$ cat config.mk
export PLATFORM = sky130hd
export DESIGN_NAME = dmem_lsu_flat
export DESIGN_NICKNAME = d
export VERILOG_FILES = /design/src/rtl/dmem_lsu_pkg.sv /design/src/rtl/dmem_lsu_if.sv /design/src/rtl/dmem_lsu_load_align.sv /design/src/rtl/dmem_lsu.sv /design/src/flat_wrapper.sv
export SDC_FILE = /design/constraint.sdc
export NUM_CORES = 1
export LEC_CHECK = 0
export BUFFER_PORTS_ARGS = -buffer_cell sky130_fd_sc_hd__buf_2
export CORE_UTILIZATION = 52
export CTS_BUF_LIST = sky130_fd_sc_hd__clkbuf_2 sky130_fd_sc_hd__clkbuf_4 sky130_fd_sc_hd__clkbuf_8
export CTS_CLUSTER_SIZE = 28
export DETAILED_ROUTE_END_ITERATION = 8
export PLACE_DENSITY = 0.79
export REMOVE_ABC_BUFFERS = 1
export SETUP_SLACK_MARGIN = 0.05
export SYNTH_ARGS = -nofsm -noshare
export SYNTH_HDL_FRONTEND = slang
export SYNTH_SLANG_ARGS = --single-unit
$ cat constraint.sdc
create_clock -name clk -period 2 [get_ports clk]
set_clock_uncertainty 0.2 [all_clocks]
set_input_delay 0.6 -clock clk [delete_from_list [all_inputs] [get_ports clk]]
set_output_delay 0.6 -clock clk [all_outputs]
set_load 0.05 [all_outputs]
$ cat src/rtl/dmem_lsu_pkg.sv
// Shared definitions for the byte-lane data memory load/store unit:
// RV32I funct3 encodings, FSM states and lane-mask helpers.
package dmem_lsu_pkg;

    localparam logic [2:0] F3_LB  = 3'b000;
    localparam logic [2:0] F3_LH  = 3'b001;
    localparam logic [2:0] F3_LW  = 3'b010;
    localparam logic [2:0] F3_LBU = 3'b100;
    localparam logic [2:0] F3_LHU = 3'b101;
    localparam logic [2:0] F3_SB  = 3'b000;
    localparam logic [2:0] F3_SH  = 3'b001;
    localparam logic [2:0] F3_SW  = 3'b010;

    typedef enum logic [2:0] {
        ST_IDLE = 3'd0,
        ST_LO   = 3'd1,
        ST_HI   = 3'd2,
        ST_CAP  = 3'd3,
        ST_DONE = 3'd4
    } state_t;

    // Byte-lane mask over two consecutive words; bits [7:4] belong to the HI word.
    function automatic logic [7:0] lane_mask(input logic [1:0] size_code, input logic [1:0] off);
        logic [7:0] base;
        case (size_code)
            2'b00:   base = 8'h01;
            2'b01:   base = 8'h03;
            2'b10:   base = 8'h0F;
            default: base = 8'h00;
        endcase
        return base << off;
    endfunction

    function automatic logic funct3_illegal(input logic we, input logic [2:0] funct3);
        logic bad;
        case (funct3)
            3'b000, 3'b001, 3'b010: bad = 1'b0;
            3'b100, 3'b101:         bad = we;
            default:                bad = 1'b1;
        endcase
        return bad;
    endfunction

endpackage

$ cat src/rtl/dmem_lsu_if.sv
// Request/response handshake plus the shared byte-lane memory bus of the LSU.
interface dmem_lsu_if;
    logic        req_valid;
    logic        req_ready;
    logic        req_we;
    logic [2:0]  req_funct3;
    logic [31:0] req_addr;
    logic [31:0] req_wdata;
    logic        resp_valid;
    logic [31:0] resp_rdata;
    logic        resp_err;
    logic [31:0] mem_addr;
    logic [3:0]  mem_we;
    logic [31:0] mem_wdata;
    logic [31:0] mem_rdata;

    // Environment side: core issuing requests and the lane memories answering reads.
    modport master (
        output req_valid, req_we, req_funct3, req_addr, req_wdata, mem_rdata,
        input  req_ready, resp_valid, resp_rdata, resp_err, mem_addr, mem_we, mem_wdata
    );

    modport slave (
        input  req_valid, req_we, req_funct3, req_addr, req_wdata, mem_rdata,
        output req_ready, resp_valid, resp_rdata, resp_err, mem_addr, mem_we, mem_wdata
    );
endinterface

$ cat src/rtl/dmem_lsu_load_align.sv
// Load result alignment: shifts the captured (possibly two-word) data down by
// the byte offset and sign/zero-extends it according to funct3.
module dmem_load_align
    import dmem_lsu_pkg::*;
(
    input  logic [63:0] data64,
    input  logic [1:0]  off,
    input  logic [2:0]  funct3,
    output logic [31:0] result
);

    logic [31:0] shifted_s;

    assign shifted_s = 32'(data64 >> {off, 3'b000});

    // Truncate to the access size and extend.
    always_comb begin
        result = 32'h0000_0000;
        case (funct3)
            F3_LB:   result = {{24{shifted_s[7]}}, shifted_s[7:0]};
            F3_LH:   result = {{16{shifted_s[15]}}, shifted_s[15:0]};
            F3_LW:   result = shifted_s;
            F3_LBU:  result = {24'h00_0000, shifted_s[7:0]};
            F3_LHU:  result = {16'h0000, shifted_s[15:0]};
            default: result = 32'h0000_0000;
        endcase
    end

endmodule

$ cat src/rtl/dmem_lsu.sv
// Load/store unit driving four 8-bit dmem lanes; accesses crossing a word
// boundary are split into LO and HI aligned word accesses.
module dmem_lsu
    import dmem_lsu_pkg::*;
#(
    parameter bit ALLOW_MISALIGNED = 1'b1
) (
    input  logic       clk,
    input  logic       rst_n,
    dmem_lsu_if.slave  bus
);

    state_t      state_r;
    logic        we_r;
    logic [2:0]  funct3_r;
    logic [1:0]  off_r;
    logic        split_r;
    logic [3:0]  mask_hi_r;
    logic [31:0] wdata_hi_r;
    logic [31:0] hi_addr_r;
    logic [31:0] lo_buf_r;
    logic        resp_valid_r;
    logic        resp_err_r;
    logic [31:0] resp_rdata_r;
    logic [31:0] mem_addr_r;
    logic [3:0]  mem_we_r;
    logic [31:0] mem_wdata_r;

    logic [7:0]  req_mask_s;
    logic        req_split_s;
    logic        req_bad_s;
    logic [63:0] req_wdata64_s;
    logic [31:0] req_lo_addr_s;
    logic [63:0] data64_s;
    logic [31:0] load_result_s;

    assign req_mask_s    = lane_mask(bus.req_funct3[1:0], bus.req_addr[1:0]);
    assign req_split_s   = |req_mask_s[7:4];
    assign req_bad_s     = funct3_illegal(bus.req_we, bus.req_funct3) ||
                           (req_split_s && !ALLOW_MISALIGNED);
    assign req_wdata64_s = {32'h0000_0000, bus.req_wdata} << {bus.req_addr[1:0], 3'b000};
    assign req_lo_addr_s = {bus.req_addr[31:2], 2'b00};

    // For split loads the LO word was parked in lo_buf while HI was being read.
    assign data64_s = split_r ? {bus.mem_rdata, lo_buf_r} : {32'h0000_0000, bus.mem_rdata};

    dmem_load_align u_align (
        .data64 (data64_s),
        .off    (off_r),
        .funct3 (funct3_r),
        .result (load_result_s)
    );

    assign bus.req_ready  = (state_r == ST_IDLE);
    assign bus.resp_valid = resp_valid_r;
    assign bus.resp_rdata = resp_rdata_r;
    assign bus.resp_err   = resp_err_r;
    assign bus.mem_addr   = mem_addr_r;
    assign bus.mem_we     = mem_we_r;
    assign bus.mem_wdata  = mem_wdata_r;

    // Request FSM; memory-side outputs are registered on entry to LO/HI.
    always_ff @(posedge clk or negedge rst_n) begin
        if (!rst_n) begin
            state_r      <= ST_IDLE;
            we_r         <= 1'b0;
            funct3_r     <= 3'b000;
            off_r        <= 2'b00;
            split_r      <= 1'b0;
            mask_hi_r    <= 4'b0000;
            wdata_hi_r   <= 32'h0000_0000;
            hi_addr_r    <= 32'h0000_0000;
            lo_buf_r     <= 32'h0000_0000;
            resp_valid_r <= 1'b0;
            resp_err_r   <= 1'b0;
            resp_rdata_r <= 32'h0000_0000;
            mem_addr_r   <= 32'h0000_0000;
            mem_we_r     <= 4'b0000;
            mem_wdata_r  <= 32'h0000_0000;
        end else begin
            resp_valid_r <= 1'b0;
            mem_we_r     <= 4'b0000;
            case (state_r)
                ST_IDLE: begin
                    if (bus.req_valid) begin
                        we_r       <= bus.req_we;
                        funct3_r   <= bus.req_funct3;
                        off_r      <= bus.req_addr[1:0];
                        split_r    <= req_split_s;
                        mask_hi_r  <= req_mask_s[7:4];
                        wdata_hi_r <= req_wdata64_s[63:32];
                        hi_addr_r  <= req_lo_addr_s + 32'd4;
                        if (req_bad_s) begin
                            state_r      <= ST_DONE;
                            resp_valid_r <= 1'b1;
                            resp_err_r   <= 1'b1;
                            resp_rdata_r <= 32'h0000_0000;
                        end else begin
                            state_r     <= ST_LO;
                            mem_addr_r  <= req_lo_addr_s;
                            mem_we_r    <= req_mask_s[3:0] & {4{bus.req_we}};
                            mem_wdata_r <= req_wdata64_s[31:0];
                        end
                    end
                end
                ST_LO: begin
                    if (split_r) begin
                        state_r     <= ST_HI;
                        mem_addr_r  <= hi_addr_r;
                        mem_we_r    <= mask_hi_r & {4{we_r}};
                        mem_wdata_r <= wdata_hi_r;
                    end else if (!we_r) begin
                        state_r <= ST_CAP;
                    end else begin
                        state_r      <= ST_DONE;
                        resp_valid_r <= 1'b1;
                        resp_err_r   <= 1'b0;
                        resp_rdata_r <= 32'h0000_0000;
                    end
                end
                ST_HI: begin
                    if (!we_r) begin
                        lo_buf_r <= bus.mem_rdata;
                        state_r  <= ST_CAP;
                    end else begin
                        state_r      <= ST_DONE;
                        resp_valid_r <= 1'b1;
                        resp_err_r   <= 1'b0;
                        resp_rdata_r <= 32'h0000_0000;
                    end
                end
                ST_CAP: begin
                    state_r      <= ST_DONE;
                    resp_valid_r <= 1'b1;
                    resp_err_r   <= 1'b0;
                    resp_rdata_r <= load_result_s;
                end
                ST_DONE: begin
                    state_r <= ST_IDLE;
                end
                default: begin
                    state_r <= ST_IDLE;
                end
            endcase
        end
    end

endmodule

$ cat src/flat_wrapper.sv
// flat-port wrapper written by rule: the top's interface ports become plain ports
module dmem_lsu_flat import dmem_lsu_pkg::*;
#(
    parameter bit ALLOW_MISALIGNED = 1'b1
)
  (clk, rst_n, bus_req_valid, bus_req_we, bus_req_funct3, bus_req_addr, bus_req_wdata, bus_mem_rdata, bus_req_ready, bus_resp_valid, bus_resp_rdata, bus_resp_err, bus_mem_addr, bus_mem_we, bus_mem_wdata);
  dmem_lsu_if bus_i ();
  input  logic clk;
  input  logic rst_n;
  input wire logic [$bits(bus_i.req_valid)-1:0] bus_req_valid;
  input wire logic [$bits(bus_i.req_we)-1:0] bus_req_we;
  input wire logic [$bits(bus_i.req_funct3)-1:0] bus_req_funct3;
  input wire logic [$bits(bus_i.req_addr)-1:0] bus_req_addr;
  input wire logic [$bits(bus_i.req_wdata)-1:0] bus_req_wdata;
  input wire logic [$bits(bus_i.mem_rdata)-1:0] bus_mem_rdata;
  output wire logic [$bits(bus_i.req_ready)-1:0] bus_req_ready;
  output wire logic [$bits(bus_i.resp_valid)-1:0] bus_resp_valid;
  output wire logic [$bits(bus_i.resp_rdata)-1:0] bus_resp_rdata;
  output wire logic [$bits(bus_i.resp_err)-1:0] bus_resp_err;
  output wire logic [$bits(bus_i.mem_addr)-1:0] bus_mem_addr;
  output wire logic [$bits(bus_i.mem_we)-1:0] bus_mem_we;
  output wire logic [$bits(bus_i.mem_wdata)-1:0] bus_mem_wdata;
  assign bus_i.req_valid = bus_req_valid;
  assign bus_i.req_we = bus_req_we;
  assign bus_i.req_funct3 = bus_req_funct3;
  assign bus_i.req_addr = bus_req_addr;
  assign bus_i.req_wdata = bus_req_wdata;
  assign bus_i.mem_rdata = bus_mem_rdata;
  assign bus_req_ready = bus_i.req_ready;
  assign bus_resp_valid = bus_i.resp_valid;
  assign bus_resp_rdata = bus_i.resp_rdata;
  assign bus_resp_err = bus_i.resp_err;
  assign bus_mem_addr = bus_i.mem_addr;
  assign bus_mem_we = bus_i.mem_we;
  assign bus_mem_wdata = bus_i.mem_wdata;
  dmem_lsu #(.ALLOW_MISALIGNED(ALLOW_MISALIGNED)) u_core (.clk(clk), .rst_n(rst_n), .bus(bus_i));
endmodule
### After elaboration in Yosys (flattened, before gate mapping)

Cells that the tools add are included.

| cells by class | value |
|---|---|
| shift operators | 3 |
| div/mod/pow operators | 0 |
| mux-type cells | 36 |
| bitwise gates (word level) | 3 |
| $add $sub $neg | 1 |
| reductions and logical operators | 13 |
| multipliers | 0 |
| $lt $le $gt $ge | 0 |
| eq/ne operators | 18 |

Operators with widths:

| operator | count |
|---|---|
| $mux 32 | 10 |
| $pmux 32 s5 | 1 |
| $pmux 32 s2 | 2 |
| $pmux 32 s4 | 1 |
| $mux 64 | 1 |
| $shl 32x5->64 | 1 |
| $shr 64x5->32 | 1 |
| $add 32x3->32 const B | 1 |
| $eq 3x2->1 const B | 4 |
| $eq 3x3->1 const B | 4 |
| $mux 3 | 4 |
| $mux 4 | 3 |
| $pmux 3 s4 | 1 |
| $pmux 4 s3 | 1 |
| $eq 3x1->1 const B | 3 |
| $logic_not 3->1 | 3 |
| $and 4x4->4 | 2 |
| $mux 1 | 8 |
| $pmux 1 s4 | 2 |
| $pmux 4 s2 | 1 |
| $reduce_and 4->1 | 2 |
| $shl 4x2->8 | 1 |
| $ne 2x2->1 const B | 3 |
| $ne 2x1->1 const B | 2 |
| other kinds (11) | 12 |

| word-level totals | value |
|---|---|
| output and inout bits | 103 |
| word-level logic and storage cells | 89 |
| bits in latches | 0 |
| memories kept | 0 |
| ROM bits | 0 |
| flip-flop bits (word level) | 212 |
| bits in writable memories | 0 |

### Depth between registers and ports, before layout

| depth | value |
|---|---|
| word-level depth | 7 |
| gate-level depth with buffers | 9 |

### Modules after synthesis

Synthesis repeated with hierarchy kept, for this count alone.

| second synthesis, totals | value |
|---|---|
| cell total of the unflattened synthesis | 1065 |
| area total of the unflattened synthesis | 10971.8 µm² |

Modules (own cells, without submodules):

| module | cells each | sequential area each (µm²) | instances | area each (µm²) |
|---|---|---|---|---|
| dmem_lsu | 950 | 4979.8 | 1 | 9751.9 |
| dmem_load_align | 115 | 0.0 | 1 | 1219.9 |

### Worst setup path before layout

Ideal clock, no wire load.

| timing path | value |
|---|---|
| path kind | register to register |
| from | register u_core.state_r[0] |
| to | register u_core.resp_rdata_r[29], in the netlist u_core.bus.resp_rdata[29] |
| setup slack | -487 ps |
| cell stages (with the launch flop) | 7 |
| arrival | 2161 ps |
| period minus slack after synthesis | 2487 ps |
| cell sequence | dfrtp_1 > buf_2 > nor3_2 > and2_1 > a21oi_1 > buf_2 > a221o_1 |

| on the way | value |
|---|---|
| word-level cells in the longest chain between the ends | 3 |

Ends and longest elaborated chain:

| item | RTL line | RTL |
|---|---|---|
| start, declared | dmem_lsu.sv:13 | `state_t state_r;` |
| start signal, assigned | dmem_lsu.sv:65 | `state_r <= ST_IDLE;` |
| start signal, assigned | dmem_lsu.sv:94 | `state_r <= ST_DONE;` |
| start signal, assigned | dmem_lsu.sv:99 | `state_r <= ST_LO;` |
| $logic_not 3->1 (*) | -- |  |
| net bus_req_ready | flat_wrapper.sv:16 | `output wire logic [$bits(bus_i.req_ready)-1:0] bus_req_ready;` |
| $ne 2x1->1 (no line), or another cell as far along | -- |  |
| $reduce_and 4->1 (no line) | -- |  |
| end signal, assigned | dmem_lsu.sv:136 | `resp_rdata_r <= load_result_s;` |
| end, declared | dmem_lsu.sv:24 | `logic [31:0] resp_rdata_r;` |

Mark *: on every way through the listed nets, which the timed path passes. The rest lies on a longest branch.
A chain may end at the register's enable or synchronous reset.

### Worst setup path after layout

| timing path | value |
|---|---|
| from | register u_core.state_r[0] |
| to | register u_core.mem_wdata_r[26], in the netlist u_core.bus.mem_wdata[26] |

| on the way | value |
|---|---|
| word-level cells in the longest chain between the ends | 3 |

Ends and longest elaborated chain:

| item | RTL line | RTL |
|---|---|---|
| $eq 3x1->1 / $logic_not 3->1 (equally long branches) | dmem_lsu.sv:83 | `case (state_r)` |
| $ne 2x1->1 (no line), or another cell as far along | -- |  |
| $reduce_and 4->1 (no line) | -- |  |
| end signal, assigned | dmem_lsu.sv:102 | `mem_wdata_r <= req_wdata64_s[31:0];` |
| end signal, assigned | dmem_lsu.sv:111 | `mem_wdata_r <= wdata_hi_r;` |
| end, declared | dmem_lsu.sv:27 | `logic [31:0] mem_wdata_r;` |

Several ways; a longest one is shown, not always the timed one.

==> impl_metrics.csv <==
group,metric,value,unit
sta,rsz0062_at_grt,"true",
setup_path,reg2reg_to,"u_core.bus.mem_wdata[26]$_DFFE_PN0P_",
cts,clock_latency,520,ps
sta,whs,145,ps
cts,clock_path_buffers,2,
setup_path,critical_path_required,2170,ps
sta,fin_crit_sh,1.23,
sta,finalHoldViolCount,0,
setup_path,arrival,2640,ps
floorplanning,dieWidth,145,microns
layout,area_growth,62.3,%
cts,cts_made_buffers,17,
floorplanning,die_h,145,microns
layout,finalNetCount,1571,
detailed_routing,ant_nets,0,
job,maxCapViolations,0,
global_route,grt_overflow,0,
logic_synthesis,synth_edf_count,0,
detailed_routing,vias,12400,
global_route,groute.usage.overall,0.378,
layout,most-common-layout-cells,"dfrtp_1 (193), buf_4 (164), nand2_1 (116)",
floorplanning,pin_count,206,
floorplanning,start_util,0.538,
outcome,failed_checks,"negative setup slack",
detailed_routing,drt-initial-drc-count,1667,
setup_path,cp-end-kind,"flop",
layout,mostFrequentLayoutCell,"dfrtp_1",
detailed_routing,drt-total-wl,51600,microns
detailed_routing,viasPerCell,7.09,
global_route,grt_most_used_layer,"met2",
placed_design,gp_congestion,0.904,
layout,post-route-util,0.873,
logic_synthesis,postSynthCellCount,1080,
setup_path,crit_type,"flop to flop",
layout,drive_gt1_frac,0.545,
global_route,antenna_found_initial,2,
logic_synthesis,ys_warn_count,0,
global_route,grt_first_pass_wirelength,59600,microns
sta,setup_viol,198,
global_route,grtUsageMet2,0.626,
logic_synthesis,postSynthAreaPerCell,9.82,sq um
cts,cts_tree,"built",
cts,root_buffer,"clkbuf_8",
setup_path,worstSetupStartpoint,"u_core.state_r[0]$_DFFE_PN0P_",
sta,worst_slew_pin_slew,956,ps
global_route,grt_pass1_vias,11100,
floorplanning,die-area,0.0210,sq mm
setup_path,r2r-start,"u_core.state_r[0]$_DFFE_PN0P_",
power_and_ir_drop,peakVddDrop,0.00137,V
cts,path_clk_slew,140,ps
setup_path,crit_end,"u_core.bus.mem_wdata[26]$_DFFE_PN0P_",
setup_path,critPathLaunchType,"flop",
detailed_routing,dr.pass1.iters,6,
cts,htree_levels,4,
global_route,grt_max_degree,69,
outcome,status,"finished, violations left",
sta,max_freq,406,MHz
power_and_ir_drop,finalPower,30.6,mW
placed_design,dp_hpwl,20300,microns
floorplanning,row_count,51,
detailed_routing,wl_per_cell,29.6,microns
power_and_ir_drop,p_leak,7.89,nW
worst_hold_path,hold_class,"primary input to flop",
setup_path,worstRegToRegCells,8,
setup_path,r2r_slack,-460,ps
detailed_routing,drc,0,
cts,clock-sinks,199,
placed_design,pre_cts_ws,-572,ps
floorplanning,coreArea,0.0197,sq mm
power_and_ir_drop,p_per_area,1780,mW/mm^2
logic_synthesis,synth_seq_cells,199,
logic_synthesis,synth-main-ff-cell,"dfrtp_1",
logic_synthesis,ys_types,58,
global_route,grt_use_met1,0.443,
logic_synthesis,ys_seq_area_frac,0.470,
sta,finalWorstSetupSlack,-461,ps
setup_path,cp_max_fo,7,
sta,relSlewSlack,0.362,
logic_synthesis,async_flop_share,1.00,
placed_design,port_buffers,203,
global_route,grtUsageMet3,0.0892,
sta,slew_violations,0,
sta,layout_min_cycle_time,2460,ps
logic_synthesis,netlist_area,0.0106,sq mm
## metal layers
metal | up-vias | share of wire | routed length [microns]
li1 | 4660 | - | -
met1 | 5795 | 0.31 | 16100
met2 | 1335 | 0.45 | 23300
met3 | 559 | 0.13 | 6570
met4 | 4 | 0.11 | 5630
met5 | - | 0.00037 | 19
## through the flow
step	TNS (ps)	instance area [sq um]	std cells
4_1_cts	-7510	15200	1695
5_1_grt	-35590	17200	1741
3_3_place_gp	-40190	12700	1586
6_report	-31380	17200	1742
2_1_floorplan	-302070	10200	994
3_5_place_dp	-45000	12700	1586
## cell type report
| type | count | area (sq um) |
|---|---|---|
| repair buffers | 449 | 4540 |
| inverters | 9 | 36.3 |
| clock inverters | 15 | 189 |
| fillers | 768 | 2510 |
| diodes | 1 | 2.50 |
| clock buffers | 17 | 234 |
| flip-flops and latches | 199 | 4990 |
| well taps | 265 | 332 |
| multi-input cells | 787 | 6890 |
## cells by family (layout without fill, tap and decap cells)
family | after synthesis | after routing | share of synthesized area
DFF | 199 | 199 | 0.470
xor gates and xnor gates | 28 | 28 | 0.0231
and+or+nand+nor | 389 | 390 | 0.156
buffers and inverters | 96 | 490 | 0.0427
other | 1 | 3 | 0.000354
adders and majority gates | 5 | 5 | 0.00590
AOI/OAI and AO/OA | 235 | 235 | 0.152
muxes | 127 | 127 | 0.150
## worst max-delay path: stages, from the launching register on
cell and delay (ps):
dfrtp_2 460, buf_6 130, buf_6 110, nor2b_4 160, o311ai_4 140, a211o_4 430, buf_6 170, buf_16 160
o31ai_4 370
## timing repair
| action | in CTS | in global routing |
|---|---|---|
| gates resized for setup | 232 | 431 |
| gates cloned | 28 | 20 |
| hold buffers | 1 | 0 |
| pin swaps | 52 | 79 |
| buffers inserted | 49 | 41 |
| setup endpoints to repair | 180 | 258 |
| endpoints found under the hold margin | 19 | 0 |
## worst min path at each step
| stage | from | to | slack [ps] | cells after the start |
|---|---|---|---|---|
| after global placement | u_core.mask_hi_r[0]$_DFFE_PN0P_ | u_core.mask_hi_r[0]$_DFFE_PN0P_ | 250 | 2 |
| after detailed placement | u_core.wdata_hi_r[21]$_DFFE_PN0P_ | u_core.wdata_hi_r[21]$_DFFE_PN0P_ | 260 | 2 |
| final | bus_req_addr[2] | u_core.hi_addr_r[2]$_DFFE_PN0P_ | 150 | 2 |
| after global routing | bus_req_addr[2] | u_core.hi_addr_r[2]$_DFFE_PN0P_ | 140 | 2 |
| after floorplan | rst_n | u_core.bus.mem_addr[10]$_DFFE_PN0P_ | 100 | 0 |
| after CTS | bus_req_wdata[27] | u_core.wdata_hi_r[19]$_DFFE_PN0P_ | 150 | 3 |
## synth_stat cells, types with 19 or more instances
cell      instances  area, sq um
xor2_1           19          166
dfrtp_1         199         4980
buf_2            29          145
mux2_2           65          732
nand2_1         192          721
nand3_1          24          120
a221oi_1         30          263
nor2_1          119          447
o21ai_0          53          265
a31oi_1          31          194
a21oi_1          43          215
o31ai_1          26          195
mux2i_1          43          430
clkbuf_1         39          146
## report_power, final
group / switching, mW / leakage, nW / internal [mW]
clock: 1.74 / 0.217 / 1.17
combinational: 11.1 / 5.20 / 8.80
sequential: 1.96 / 2.47 / 5.83
total: 14.8 / 7.89 / 15.8
## registers in the layout, summed over array words and instances (netlist names), 2 cells and up
signal                 cells
u_core.state_r             3
u_core.bus.mem_wdata      32
u_core.hi_addr_r          30
u_core.bus.mem_addr       30
u_core.mask_hi_r           3
u_core.funct3_r            3
u_core.bus.mem_we          4
u_core.wdata_hi_r         24
u_core.off_r               2
u_core.bus.resp_rdata     32
u_core.lo_buf_r           32
(Power assumes the default switching activity.)
